==> config.mk <==
export PLATFORM = sky130hd
export DESIGN_NAME = ex_muldiv
export DESIGN_NICKNAME = d
export VERILOG_FILES = /design/src/rtl/ex_muldiv.sv
export SDC_FILE = /design/constraint.sdc
export NUM_CORES = 2
export LEC_CHECK = 0
export ABC_AREA = 0
export ABC_CLOCK_PERIOD_IN_PS = 10650
export CAP_MARGIN = 20
export CORE_UTILIZATION = 60
export DETAILED_ROUTE_END_ITERATION = 6
export HOLD_SLACK_MARGIN = 0.05
export PLACE_DENSITY = 0.8
export SYNTH_ARGS = -nofsm -noshare
export SYNTH_HDL_FRONTEND = slang
export SYNTH_SLANG_ARGS = --single-unit
export TNS_END_PERCENT = 100
==> constraint.sdc <==
create_clock -name clk -period 10.65 [get_ports clk]
set_input_delay 2.13 -clock clk [delete_from_list [all_inputs] [get_ports clk]]
set_output_delay 2.13 -clock clk [all_outputs]
set_load 0.05 [all_outputs]
==> src/rtl/ex_muldiv.sv <==
`default_nettype none
// ============================================================================
// Module      : ex_muldiv
// Description : Multi-cycle MULT/MULTU/DIV/DIVU unit producing the HI/LO pair,
//               with a pipeline stall request while busy.
// Revision    : 1.0 - initial release
// ============================================================================
module ex_muldiv #(
  parameter int WIDTH = 32
) (
  input  logic             clk,
  input  logic             rst,
  input  logic             start_i,
  input  logic [1:0]       op_i,
  input  logic [WIDTH-1:0] opa_i,
  input  logic [WIDTH-1:0] opb_i,
  input  logic             cancel_i,
  output logic             stall_o,
  output logic             done_o,
  output logic [WIDTH-1:0] hi_o,
  output logic [WIDTH-1:0] lo_o,
  output logic             div_by_zero_o
);

  localparam int c_CW = (WIDTH > 1) ? $clog2(WIDTH) : 1;
  localparam logic [c_CW-1:0] c_LAST = c_CW'(WIDTH - 1);

  localparam logic [1:0] c_IDLE = 2'd0;
  localparam logic [1:0] c_MUL  = 2'd1;
  localparam logic [1:0] c_DIV  = 2'd2;
  localparam logic [1:0] c_DONE = 2'd3;

  logic [1:0]       r_state;
  logic [1:0]       r_op;
  logic [WIDTH-1:0] r_a;
  logic [WIDTH-1:0] r_b;
  logic [WIDTH-1:0] r_quo;
  logic [WIDTH-1:0] r_rem;
  logic [WIDTH-1:0] r_dsr;
  logic [c_CW-1:0]  r_cnt;

  logic             w_accept;
  logic             w_in_sdiv;
  logic             w_in_dbz;
  logic [WIDTH-1:0] w_in_abs_a;
  logic [WIDTH-1:0] w_in_abs_b;
  logic [2*WIDTH-1:0] w_ext_a;
  logic [2*WIDTH-1:0] w_ext_b;
  logic [2*WIDTH-1:0] w_prod;
  logic [WIDTH:0]   w_trial;
  logic             w_fits;
  logic [WIDTH-1:0] w_rem_next;
  logic [WIDTH-1:0] w_quo_next;
  logic             w_sdiv;
  logic [WIDTH-1:0] w_q_fin;
  logic [WIDTH-1:0] w_r_fin;

  assign w_accept   = (r_state == c_IDLE) && start_i && !cancel_i;
  assign w_in_sdiv  = (op_i == 2'b10);
  assign w_in_dbz   = op_i[1] && (opb_i == '0);
  assign w_in_abs_a = (w_in_sdiv && opa_i[WIDTH-1]) ? -opa_i : opa_i;
  assign w_in_abs_b = (w_in_sdiv && opb_i[WIDTH-1]) ? -opb_i : opb_i;

  // Sign- or zero-extend to full product width so one multiplier serves both forms
  assign w_ext_a = {{WIDTH{r_a[WIDTH-1] & ~r_op[0]}}, r_a};
  assign w_ext_b = {{WIDTH{r_b[WIDTH-1] & ~r_op[0]}}, r_b};
  assign w_prod  = w_ext_a * w_ext_b;

  // One restoring step: partial remainder never exceeds the divisor, so WIDTH+1 bits suffice
  assign w_trial    = {r_rem, r_quo[WIDTH-1]} - {1'b0, r_dsr};
  assign w_fits     = !w_trial[WIDTH];
  assign w_rem_next = w_fits ? w_trial[WIDTH-1:0] : {r_rem[WIDTH-2:0], r_quo[WIDTH-1]};
  assign w_quo_next = {r_quo[WIDTH-2:0], w_fits};

  assign w_sdiv  = (r_op == 2'b10);
  assign w_q_fin = (w_sdiv && (r_a[WIDTH-1] ^ r_b[WIDTH-1])) ? -w_quo_next : w_quo_next;
  assign w_r_fin = (w_sdiv && r_a[WIDTH-1]) ? -w_rem_next : w_rem_next;

  assign stall_o = w_accept || (r_state == c_MUL) || (r_state == c_DIV);

  always_ff @(posedge clk) begin
    if (rst) begin
      r_state       <= c_IDLE;
      r_op          <= '0;
      r_a           <= '0;
      r_b           <= '0;
      r_quo         <= '0;
      r_rem         <= '0;
      r_dsr         <= '0;
      r_cnt         <= '0;
      done_o        <= 1'b0;
      hi_o          <= '0;
      lo_o          <= '0;
      div_by_zero_o <= 1'b0;
    end else begin
      done_o <= 1'b0;
      case (r_state)
        c_IDLE: begin
          if (w_accept) begin
            r_op  <= op_i;
            r_a   <= opa_i;
            r_b   <= opb_i;
            r_quo <= w_in_abs_a;
            r_dsr <= w_in_abs_b;
            r_rem <= '0;
            r_cnt <= '0;
            if (w_in_dbz) begin
              r_state       <= c_DONE;
              done_o        <= 1'b1;
              hi_o          <= opa_i;
              lo_o          <= '1;
              div_by_zero_o <= 1'b1;
            end else if (op_i[1]) begin
              r_state <= c_DIV;
            end else begin
              r_state <= c_MUL;
            end
          end
        end
        c_MUL: begin
          if (cancel_i) begin
            r_state <= c_IDLE;
          end else begin
            r_state       <= c_DONE;
            done_o        <= 1'b1;
            hi_o          <= w_prod[2*WIDTH-1:WIDTH];
            lo_o          <= w_prod[WIDTH-1:0];
            div_by_zero_o <= 1'b0;
          end
        end
        c_DIV: begin
          if (cancel_i) begin
            r_state <= c_IDLE;
          end else begin
            r_rem <= w_rem_next;
            r_quo <= w_quo_next;
            r_cnt <= r_cnt + 1'b1;
            if (r_cnt == c_LAST) begin
              r_state       <= c_DONE;
              done_o        <= 1'b1;
              hi_o          <= w_r_fin;
              lo_o          <= w_q_fin;
              div_by_zero_o <= 1'b0;
            end
          end
        end
        default: r_state <= c_IDLE;
      endcase
    end
  end

endmodule
`default_nettype wire

==> metrics.csv <==
stage,metric,value,unit
logic_synthesis,synthSimpleGateAreaFrac,0.175,
logic_synthesis,yosysWarnings,0,
clock_tree,cts_sinks,234,
clock_tree,ctsRootBufferMaster,clkbuf_16,
die,die_h,298,um
timing,worstMarginPinSlew,1.12,ns
placed_design,place_hpwl,122000,um
worst_setup_path,critPathMaxStageDelay,0.85,ns
timing,finalSetupViolCount,0,
grt,grt_max_degree,103,
worst_setup_path,worstSetupEndpointType,flip-flop,
routing,first_pass_iters,6,
power_and_ir_drop,combPwrFrac,0.573,
timing,clock_skew,0.0599,ns
timing,hold_ws,0.458,ns
placed_design,io_buffers,136,
power_and_ir_drop,peakVddDrop,115,uV
clock_tree,cts_tree,built,
worst_setup_path,critPathTopFamily,adder cells,
grt,grt_pass1_vias,45100,
worst_setup_path,crit_buf_inv,8,
logic_synthesis,yosysTopAreaCellShare,0.428,
logic_synthesis,postSynthCellCount,6219,
grt,grt_overflow,0,
logic_synthesis,synth_top_area_cell,fa_1,
timing,fin_crit_sh,0.903,
worst_setup_path,reg2reg_slack,1.03,ns
grt,use_met2,0.574,
final_layout,syn_to_final_growth,6.03,%
logic_synthesis,yosysMostFrequentCell,inv_1,
routing,drc_errors,0,
timing,relSlewSlack,0.251,
grt,met3_usage,0.0532,
worst_setup_path,crit_type,flip-flop to flip-flop,
worst_setup_path,cpMaxStageDelayCell,fa_1,
worst_setup_path,arrival,10.14,ns
power_and_ir_drop,p_int,2.47,mW
clock_tree,clk_pin_slew_worst_paths,0.06,ns
final_layout,fin_util,0.643,
placed_design,gp_congestion,0.986,
routing,vias_per_cell,5.95,
clock_tree,cts-resized-gates,0,
logic_synthesis,synth.cell_area,52600,um^2
logic_synthesis,synthMuxAreaShare,0.00433,
routing,wl_per_cell,20.8,um
logic_synthesis,synthTopCellsByCount,"1194 x inv_1, 1126 x fa_1, 1053 x nand2_1",
logic_synthesis,ys_seq_area_frac,0.0890,
grt,grt_antenna_before_repair,3,
die,core_area,86800,um^2
outcome,status,completed,
die,rows,108,
logic_synthesis,synth_compound_area_frac,0.0939,
clock_tree,postCtsHoldBufs,0,
timing,clock.fmax,0.104,GHz
logic_synthesis,syn-mean-instance-area,8.46,um^2
power_and_ir_drop,leakage,26.1,nW
routing,num_vias,43300,
routing,wl,151000,um
min_path,hold_path_class,flip-flop to flip-flop,
grt,use_met1,0.441,
power_and_ir_drop,p_per_area,89.0,nW/um^2
power_and_ir_drop,p_sw_frac,0.503,
die,die_width,298,um
logic_synthesis,synthXorXnorAreaFrac,0.0355,
logic_synthesis,synth_edf_count,0,
worst_setup_path,start_kind,flip-flop,
die,dieArea,88900,um^2
final_layout,drive_gt1_frac,0.0310,
timing,hold_viol_final,0,
worst_setup_path,crit_required,11.17,ns
logic_synthesis,synthArstFlopShare,0,
logic_synthesis,synth_top_family_by_area,adder cells,
worst_setup_path,path_common_cell,fa_1,
logic_synthesis,ys_ff_latch,234,
power_and_ir_drop,p_clk_frac,0.196,
logic_synthesis,netlist-cell-type-count,85,
logic_synthesis,syn_nets,7670,
clock_tree,cts_buffer_depth,3,
clock_tree,clk_latency,0.62,ns
power_and_ir_drop,p_seq_frac,0.231,
die,io_pins,137,
final_layout,finalNonFillerCells,7277,
timing,period_minus_slack,9.62,ns
logic_synthesis,synthAdderAreaFrac,0.489,
logic_synthesis,ys_top_cells_by_area,"fa_1 43%, dfxtp_1 8.9%, inv_1 8.5%",
run,cap_violations,0,
grt,grt_usage,0.348,
clock_tree,post-cts-setup-buffer-count,0,
routing,ant_nets,0,
placed_design,dp_cells,7220,
final_layout,layout.nets,7554,
worst_setup_path,cp_max_fo,18,
clock_tree,cts_buffers,30,
timing,drv_slew,0,
grt,grt_pass1_wl,243000,um
timing,rsz0062_at_grt,false,
clock_tree,htreeDepth,1,
timing,fin_setup_tns,0,ns
logic_synthesis,synthFlopType,dfxtp_1,
routing,drt_iter0_drc,4118,
grt,grt.busiest_layer,met2,
die,initial_core_util,0.606,
power_and_ir_drop,power.switching,2.50,mW
-- per-layer routing --
| layer | up-vias | wire (um) |
|---|---|---|
| li1 | 18700 | - |
| met3 | 494 | 13600 |
| met2 | 2314 | 73000 |
| met5 | - | 27 |
| met1 | 21700 | 55200 |
| met4 | 4 | 9630 |
-- power by group through the flow --
stage / registers (mW) / clock network, mW / logic, mW
finish: 1.15 / 0.973 / 2.84
global placement: 1.16 / 0 / 2.69
detailed placement: 1.16 / 0 / 2.76
floorplan: 1.19 / 0 / 1.80
CTS: 1.14 / 0.970 / 2.78
global route: 1.15 / 1.01 / 3.08
-- cell usage in the layout (no fill, tap or decap), types with 16 or more instances in the layout --
master,instances
inv_1,1194
fa_1,1126
nand2_1,1053
and2_1,374
a21oi_1,292
nor2_1,290
ha_1,253
dfxtp_1,228
xnor2_1,136
clkdlybuf4s50_1,135
o21ai_0,121
buf_4,85
xor2_1,77
nor3_1,73
a21o_1,54
a221oi_1,46
nand3_1,43
a211oi_1,43
nor4_1,30
clkbuf_16,30
a31oi_1,29
or3_1,26
nand4_1,24
o211ai_1,23
and3_1,21
o21bai_1,20
o31ai_1,18
or2_2,17
nand2b_1,16
o21a_1,16
mux2i_1,16
-- kinds of logic after synthesis --
group,Yosys count
buffers and inverters,1574
muxes,22
DFF,234
adders and majority gates,1381
AOI/OAI and AO/OA,773
xor gates and xnor gates,213
and+or+nand+nor,2022
-- layout make-up --
type | count | area (um^2)
Antenna cell | 2 | 5.00
Clock buffer | 42 | 826
Clock inverter | 7 | 70.1
Fill cell | 7164 | 31000
Inverter | 1195 | 4490
Multi-Input combinational cell | 4411 | 42000
Sequential cell | 234 | 4690
Tap cell | 1155 | 1450
Timing Repair Buffer | 231 | 2230
-- sequential cells by signal, summed over array words and instances (netlist names) --
signal,count
r_quo,32
r_state,2
r_dsr,31
div_by_zero_o,1
r_a,32
r_rem,32
r_cnt,5
hi_o,32
r_b,32
lo_o,32
done_o,1
r_op,2
-- worst register-to-register path, delay by kind of cell (launching register included) --
kind / cells / cell delay, ns
adders and majority gates: 9 / 4.71
xor gates and xnor gates: 1 / 0.16
AOI/OAI and AO/OA: 8 / 1.80
and+or+nand+nor: 4 / 1.12
buffers and inverters: 8 / 1.40
DFF: 1 / 0.38
-- through the flow --
| step | power (mW) | area (um^2) | worst slack (ns) |
|---|---|---|---|
| floorplan | 2.99 | 52600 | 2.38 |
| global placement | 3.86 | 54700 | 1.41 |
| detailed placement | 3.92 | 54700 | 1.23 |
| CTS | 4.89 | 55600 | 1.21 |
| global route | 5.24 | 55800 | 0.554 |
| finish | 4.96 | 55800 | 1.03 |
-- final timing paths --
kind                             start                    end  cells past startpoint
setup / recovery  r_op[0]$_SDFFE_PP0P_  hi_o[27]$_SDFFE_PP0P_                     30
setup reg to reg  r_op[0]$_SDFFE_PP0P_  hi_o[27]$_SDFFE_PP0P_                     30
hold / removal    r_a[23]$_SDFFE_PP0P_   r_a[23]$_SDFFE_PP0P_                      2
hold reg to reg   r_a[23]$_SDFFE_PP0P_   r_a[23]$_SDFFE_PP0P_                      2
(Power assumes the default switching activity.)
